### config.mk
export PLATFORM = sky130hd
export DESIGN_NAME = uart_tx_fifo
export DESIGN_NICKNAME = d
export VERILOG_FILES = /design/src/rtl/uart_pkg.sv /design/src/rtl/sync_fifo.sv /design/src/rtl/uart_tx_fifo.sv
export SDC_FILE = /design/constraint.sdc
export NUM_CORES = 1
export LEC_CHECK = 0
export CORE_MARGIN = 8
export CORE_UTILIZATION = 25
export CTS_BUF_LIST = sky130_fd_sc_hd__clkbuf_4
export DETAILED_ROUTE_END_ITERATION = 10
export GPL_TIMING_DRIVEN = 0
export HOLD_SLACK_MARGIN = 0.06
export SLEW_MARGIN = 0
export SYNTH_ARGS = -nofsm -noshare
export SYNTH_HDL_FRONTEND = slang
export SYNTH_HIERARCHICAL = 1
export SYNTH_SLANG_ARGS = --single-unit
### constraint.sdc
create_clock -name clk -period 9.5 [get_ports clk]
set_input_delay 1.9 -clock clk [delete_from_list [all_inputs] [get_ports clk]]
set_output_delay 1.9 -clock clk [all_outputs]
set_load 0.02 [all_outputs]
### src/rtl/uart_pkg.sv
// Shared UART definitions: transmitter FSM encoding and parity selection.
// Imported by uart_tx_fifo.
package uart_pkg;

    typedef enum logic [2:0] {
        ST_IDLE,
        ST_START,
        ST_DATA,
        ST_PARITY,
        ST_STOP
    } tx_state_t;

    localparam logic PARITY_EVEN = 1'b0;
    localparam logic PARITY_ODD  = 1'b1;

endpackage

### src/rtl/sync_fifo.sv
// Single-clock show-ahead FIFO; pointers wrap modulo DEPTH (power of two).
// Writes when full and reads when empty are ignored.
module sync_fifo #(
    parameter int DWIDTH = 8,
    parameter int DEPTH  = 16
) (
    input  logic                     clk,
    input  logic                     rst,
    input  logic [DWIDTH-1:0]        wr_data,
    input  logic                     wr_en,
    input  logic                     rd_en,
    output logic [DWIDTH-1:0]        rd_data,
    output logic                     full,
    output logic [$clog2(DEPTH):0]   level
);

    localparam int AW = $clog2(DEPTH);

    logic [DWIDTH-1:0] mem [DEPTH];
    logic [AW-1:0]     wr_ptr;
    logic [AW-1:0]     rd_ptr;
    logic              do_wr;
    logic              do_rd;

    assign full    = (level == (AW+1)'(DEPTH));
    assign do_wr   = wr_en && !full;
    assign do_rd   = rd_en && (level != '0);
    assign rd_data = mem[rd_ptr];

    // Storage array, no reset needed.
    always_ff @(posedge clk) begin
        if (do_wr) mem[wr_ptr] <= wr_data;
    end

    // Pointers and occupancy; simultaneous push and pop keeps level.
    always_ff @(posedge clk or posedge rst) begin
        if (rst) begin
            wr_ptr <= '0;
            rd_ptr <= '0;
            level  <= '0;
        end else begin
            if (do_wr) wr_ptr <= wr_ptr + AW'(1);
            if (do_rd) rd_ptr <= rd_ptr + AW'(1);
            if (do_wr && !do_rd)      level <= level + (AW+1)'(1);
            else if (do_rd && !do_wr) level <= level - (AW+1)'(1);
        end
    end

endmodule

### src/rtl/uart_tx_fifo.sv
// UART transmitter fed by a sync_fifo; frame settings latched per frame.
// Define UART_TX_FIFO_LEVEL_EN to expose the fifo_level output.
module uart_tx_fifo
    import uart_pkg::*;
#(
    parameter int DWIDTH = 8,
    parameter int PWIDTH = 6,
    parameter int DEPTH  = 16
) (
    input  logic                   clk,
    input  logic                   rst,
    input  logic [DWIDTH-1:0]      wr_data,
    input  logic                   wr_valid,
    output logic                   wr_ready,
    input  logic                   parity_en,
    input  logic                   parity_type,
    input  logic                   stop2,
    input  logic [PWIDTH-1:0]      prescale,
    output logic                   s_data,
    output logic                   busy,
    output logic                   overflow
`ifdef UART_TX_FIFO_LEVEL_EN
    ,
    output logic [$clog2(DEPTH):0] fifo_level
`endif
);

    localparam int LW = $clog2(DEPTH) + 1;
    localparam int BW = $clog2(DWIDTH + 1);

    tx_state_t         state;
    tx_state_t         state_n;
    logic [PWIDTH-1:0] ps_cnt;
    logic [PWIDTH-1:0] ps_r;
    logic [PWIDTH-1:0] ps_eff;
    logic [BW-1:0]     bit_cnt;
    logic [DWIDTH-1:0] shreg;
    logic              par_r;
    logic              par_en_r;
    logic              stop2_r;
    logic [DWIDTH-1:0] fifo_rd_data;
    logic              fifo_full;
    logic [LW-1:0]     level;
    logic              fifo_empty;
    logic              wr_en;
    logic              pop;
    logic              bit_end;

    assign wr_ready   = !fifo_full;
    assign wr_en      = wr_valid && !fifo_full;
    assign fifo_empty = (level == '0);
    assign busy       = (state != ST_IDLE) || !fifo_empty;
    assign ps_eff     = (ps_r == '0) ? PWIDTH'(1) : ps_r;
    assign bit_end    = (state != ST_IDLE) && (ps_cnt == ps_eff - PWIDTH'(1));

`ifdef UART_TX_FIFO_LEVEL_EN
    assign fifo_level = level;
`endif

    sync_fifo #(
        .DWIDTH (DWIDTH),
        .DEPTH  (DEPTH)
    ) u_fifo (
        .clk     (clk),
        .rst     (rst),
        .wr_data (wr_data),
        .wr_en   (wr_en),
        .rd_en   (pop),
        .rd_data (fifo_rd_data),
        .full    (fifo_full),
        .level   (level)
    );

    // FSM state register.
    always_ff @(posedge clk or posedge rst) begin
        if (rst) state <= ST_IDLE;
        else     state <= state_n;
    end

    // Next state; a pop starts every frame, back-to-back from STOP.
    always_comb begin
        state_n = state;
        pop     = 1'b0;
        unique case (state)
            ST_IDLE: begin
                if (!fifo_empty) begin
                    state_n = ST_START;
                    pop     = 1'b1;
                end
            end
            ST_START: begin
                if (bit_end) state_n = ST_DATA;
            end
            ST_DATA: begin
                if (bit_end && bit_cnt == BW'(DWIDTH - 1))
                    state_n = par_en_r ? ST_PARITY : ST_STOP;
            end
            ST_PARITY: begin
                if (bit_end) state_n = ST_STOP;
            end
            ST_STOP: begin
                if (bit_end && (!stop2_r || bit_cnt == BW'(1))) begin
                    if (!fifo_empty) begin
                        state_n = ST_START;
                        pop     = 1'b1;
                    end else begin
                        state_n = ST_IDLE;
                    end
                end
            end
            default: state_n = ST_IDLE;
        endcase
    end

    // Bit timing, shifter, latched frame settings and serial line.
    always_ff @(posedge clk or posedge rst) begin
        if (rst) begin
            ps_cnt   <= '0;
            bit_cnt  <= '0;
            shreg    <= '0;
            par_r    <= 1'b0;
            par_en_r <= 1'b0;
            stop2_r  <= 1'b0;
            ps_r     <= '0;
            s_data   <= 1'b1;
        end else begin
            if (pop || bit_end || state == ST_IDLE) ps_cnt <= '0;
            else                                    ps_cnt <= ps_cnt + PWIDTH'(1);

            if (state_n != state) bit_cnt <= '0;
            else if (bit_end)     bit_cnt <= bit_cnt + BW'(1);

            if (pop) begin
                shreg    <= fifo_rd_data;
                par_r    <= (^fifo_rd_data) ^ (parity_type == PARITY_ODD);
                par_en_r <= parity_en;
                stop2_r  <= stop2;
                ps_r     <= prescale;
                s_data   <= 1'b0;
            end else if (bit_end) begin
                unique case (state_n)
                    ST_DATA: begin
                        s_data <= shreg[0];
                        shreg  <= shreg >> 1;
                    end
                    ST_PARITY: s_data <= par_r;
                    default:   s_data <= 1'b1;
                endcase
            end
        end
    end

    // Sticky flag for writes dropped while full.
    always_ff @(posedge clk or posedge rst) begin
        if (rst)                       overflow <= 1'b0;
        else if (wr_valid && fifo_full) overflow <= 1'b1;
    end

endmodule

==> results of run 1 <==
==> per-layer routing <==
layer | global-route usage [%] | up-vias
met5 | 0 | -
met4 | 2.75 | 0
met3 | 2.29 | 12
met1 | 12.3 | 2225
met2 | 14.4 | 78
li1 | - | 2079
==> where the power goes <==
part / internal (mW) / leakage (nW) / switching (mW)
logic: 0.492 / 1.15 / 0.650
registers: 0.959 / 1.70 / 0.0867
clock network: 0.138 / 0.146 / 0.271
total: 1.59 / 2.99 / 1.01
==> worst max path at each step <==
| stage | to | start | cells past startpoint |
|---|---|---|---|
| global placement | u_fifo/mem[2][2] | wr_valid | 6 |
| detailed placement | u_fifo/mem[2][2] | wr_valid | 6 |
| global route | busy | state[1] | 4 |
| CTS | busy | u_fifo/level[0] | 3 |
| floorplan | u_fifo/level[4] | ps_r[3] | 18 |
| finish | busy | state[1] | 4 |
==> sequential cells by signal, summed over array words and instances, names as in the netlist <==
signal / cells
u_fifo/level: 5
overflow: 1
par_en_r: 1
ps_r: 6
u_fifo/mem: 128
state: 3
par_r: 1
u_fifo/rd_ptr: 4
bit_cnt: 4
stop2_r: 1
u_fifo/wr_ptr: 4
shreg: 8
ps_cnt: 6
s_data: 1
==> cells in the final DEF, fill, tap and decap left out, types with 5 or more instances in the layout <==
| cell | n |
|---|---|
| a211oi_1 | 7 |
| nand2_1 | 20 |
| a31oi_1 | 7 |
| clkbuf_4 | 18 |
| xnor2_1 | 19 |
| nor3_1 | 6 |
| clkbuf_1 | 17 |
| a21oi_1 | 17 |
| nor2_1 | 29 |
| nand3_1 | 11 |
| clkdlybuf4s50_1 | 23 |
| mux2_1 | 9 |
| mux2i_1 | 29 |
| edfxtp_1 | 128 |
| inv_1 | 16 |
| xor2_1 | 9 |
| mux4_2 | 16 |
| ha_1 | 13 |
| a22oi_1 | 8 |
| a221oi_1 | 8 |
| o21ai_0 | 29 |
| inv_6 | 5 |
| dfrtp_1 | 44 |
| mux2_2 | 10 |
==> layout make-up <==
cell class,count,area [um^2],area share [%]
Timing Repair Buffer,23,230,2.64
Buffer,28,144,1.65
Antenna cell,1,2.50,0.0287
Multi-Input combinational cell,305,2530,29.0
Inverter,18,72.6,0.833
Sequential cell,173,4970,57.1
Tap cell,396,495,5.69
Clock inverter,13,135,1.55
Clock buffer,18,135,1.55
==> logic make-up after synthesis <==
group                    count (synthesis)  synth area share [%]
flip-flops                             173                  64.5
AO/OA/AOI/OAI                           99                  8.84
AND/OR/NAND/NOR                         99                  6.90
multiplexers                            64                  11.2
buffers and inverters                   46                  2.81
XOR/XNOR                                29                  3.39
adder cells (fa/ha/maj)                 14                  2.37
==> per-stage QoR <==
stage	power, mW	util, %	hold slack [ns]	setup slack, ns
final	2.60	28.6	0.488	4.98
after global routing	2.79	28.6	0.515	4.83
after CTS	2.62	28.5	0.495	4.91
after detailed placement	2.21	27.6	0.464	5.05
after global placement	2.19	27.6	0.456	5.09
after floorplan	1.92	-	0.459	5.81
==> results.cfg, run 1 <==
[worst_setup_path]
start_kind = flop
r2r_cells = 18
cp_slowest_stage_delay_ns = 0.57
worstPathMaxFanout = 10
critical-path-top-delay-family = simple AND/OR/NAND/NOR gates
reg2reg_from = ps_r[3]
rr_endpoint = u_fifo/level[4]
cp_cell_sequence = clkbuf_1 -> or3_1 -> or3_1 -> clkdlybuf4s50_1
path_buf_inv = 2
arrival_ns = 2.62
cp-end-kind = output port
crit_top_cell = or3_1
slowest_stage = clkdlybuf4s50_1
critPathRequiredTime_ns = 7.60
ff2ff_setup_slack_ns = 5.46
critical_path_class = flop to output port

[routing]
wl_met3_um = 631
routedWlPerCell_um = 16.5
wirelength_um = 16100
wl_met1_um = 7690
vias = 4394
ant_nets = 0
met2_length_um = 7580
dr.pass1.iters = 5
drc = 0
top_layer_used = met4
drt_iter0_markers = 420
route.detailed.vias_per_inst = 4.51

[placed_design]
portBuffers = 23
place_inst = 943
dp_hpwl_um = 10900
place_congestion = 0.772
place_area_mm2 = 0.00844

[grt]
gr-total-overflow = 0
grt_pass1_wl_um = 25800
antenna_found_initial = 1
grt_max_degree = 33
grt_usage_pct = 9.18
grt_pass1_vias = 4552

[timing]
hold_viol = 0
finalSetupViolCount = 0
skew_ns = 0.0197
fmax_mhz = 221
setup_tns_ns = 0
min_period_ns = 4.52
fin_crit_sh_pct = 47.6
slew_violations = 0
tightest_slew_ns = 1.33
rsz0062_at_grt = no
slew_headroom_pct = 10.6

[status]
status = completed

[worst_hold_path]
whs_path_depth = 1
hold_path_end = overflow
holdCritStartpoint = overflow
hp-class = flop to flop

[synthesis]
synthArstFlopShare_pct = 26.0
yosys.area.top_type = edfxtp_1
yosys-top-cells-area = edfxtp_1 (50%), dfrtp_1 (14%), mux4_2 (4.7%)
syn_area_mm2 = 0.00771
ys_ff_latch = 173
syn_avg_cell_area_um2 = 14.7
synth_edf_count = 128
synth_cell_types = 66
syn_nets = 558
yosysTopAreaCellShare_pct = 49.9
ys.flop_type = edfxtp_1
yosys_warnings = 6
post-synth-top-count-cell = edfxtp_1
yosys-top-cells-count = edfxtp_1 (128), dfrtp_1 (44), mux2i_1 (29), nor2_1 (29), o21ai_0 (29)
synthCells = 524
yosysSeqAreaShare_pct = 64.5

[layout]
fin_cells = 975
area_delta_synth_final_pct = 13.0
layout-drive-gt1-share_pct = 14.9
final_nets = 600
fillers = 3064
stdcell_area_mm2 = 0.00871

[clock_network]
path_clk_slew_ns = 0.14
post_cts_resized = 0
clock-sinks = 173
cts_setup_buffers = 0
clk_path_buf_depth = 2
cts_made_buffers = 17
clockRootBuffer = clkbuf_4
cts_hold_buf = 0
cts_tree = yes
ctsHtreeMaxLevel = 4
worstSkewPairLatency_ns = 0.57

[floorplan]
die_w_um = 192
die_y_um = 192
io_pins = 24
die_area_mm2 = 0.0367
start_util_pct = 25.3
core_mm2 = 0.0305
row_count = 64

[power]
p_per_area_mw_per_mm2 = 298
power.leakage_nw = 2.99
vdd_drop_max_v = 0.000131

[job]
max_cap_viol_count = 0
(Power assumes the default switching activity.)
==> run 2: changes to the inputs <==
- clock period: 9.5 -> 4.64 ns (I/O delays scaled with it)
==> results of run 2 <==
The final DEF is identical to that of run 1. Status: completed.
Among the figures that moved: setup slack after placement 5.05 ns -> 0.612 ns; setup slack after layout 4.98 ns -> 0.599 ns; start point of the critical path state[1] -> ps_r[3]; end point of the critical path busy -> u_fifo/level[4]; register-to-register setup slack 5.46 ns -> 0.60 ns; total power 2.60 mW -> 5.32 mW; worst IR drop on VDD 0.000131 V -> 0.000269 V
==> run 3: changes to the inputs <==
- TNS_END_PERCENT: default -> 50
==> results of run 3 <==
The final DEF is identical to that of run 1. Status: completed.
Among the figures that moved: setup slack after placement 5.05 ns -> 0.612 ns; setup slack after layout 4.98 ns -> 0.599 ns; start point of the critical path state[1] -> ps_r[3]; end point of the critical path busy -> u_fifo/level[4]; register-to-register setup slack 5.46 ns -> 0.60 ns; total power 2.60 mW -> 5.32 mW; worst IR drop on VDD 0.000131 V -> 0.000269 V
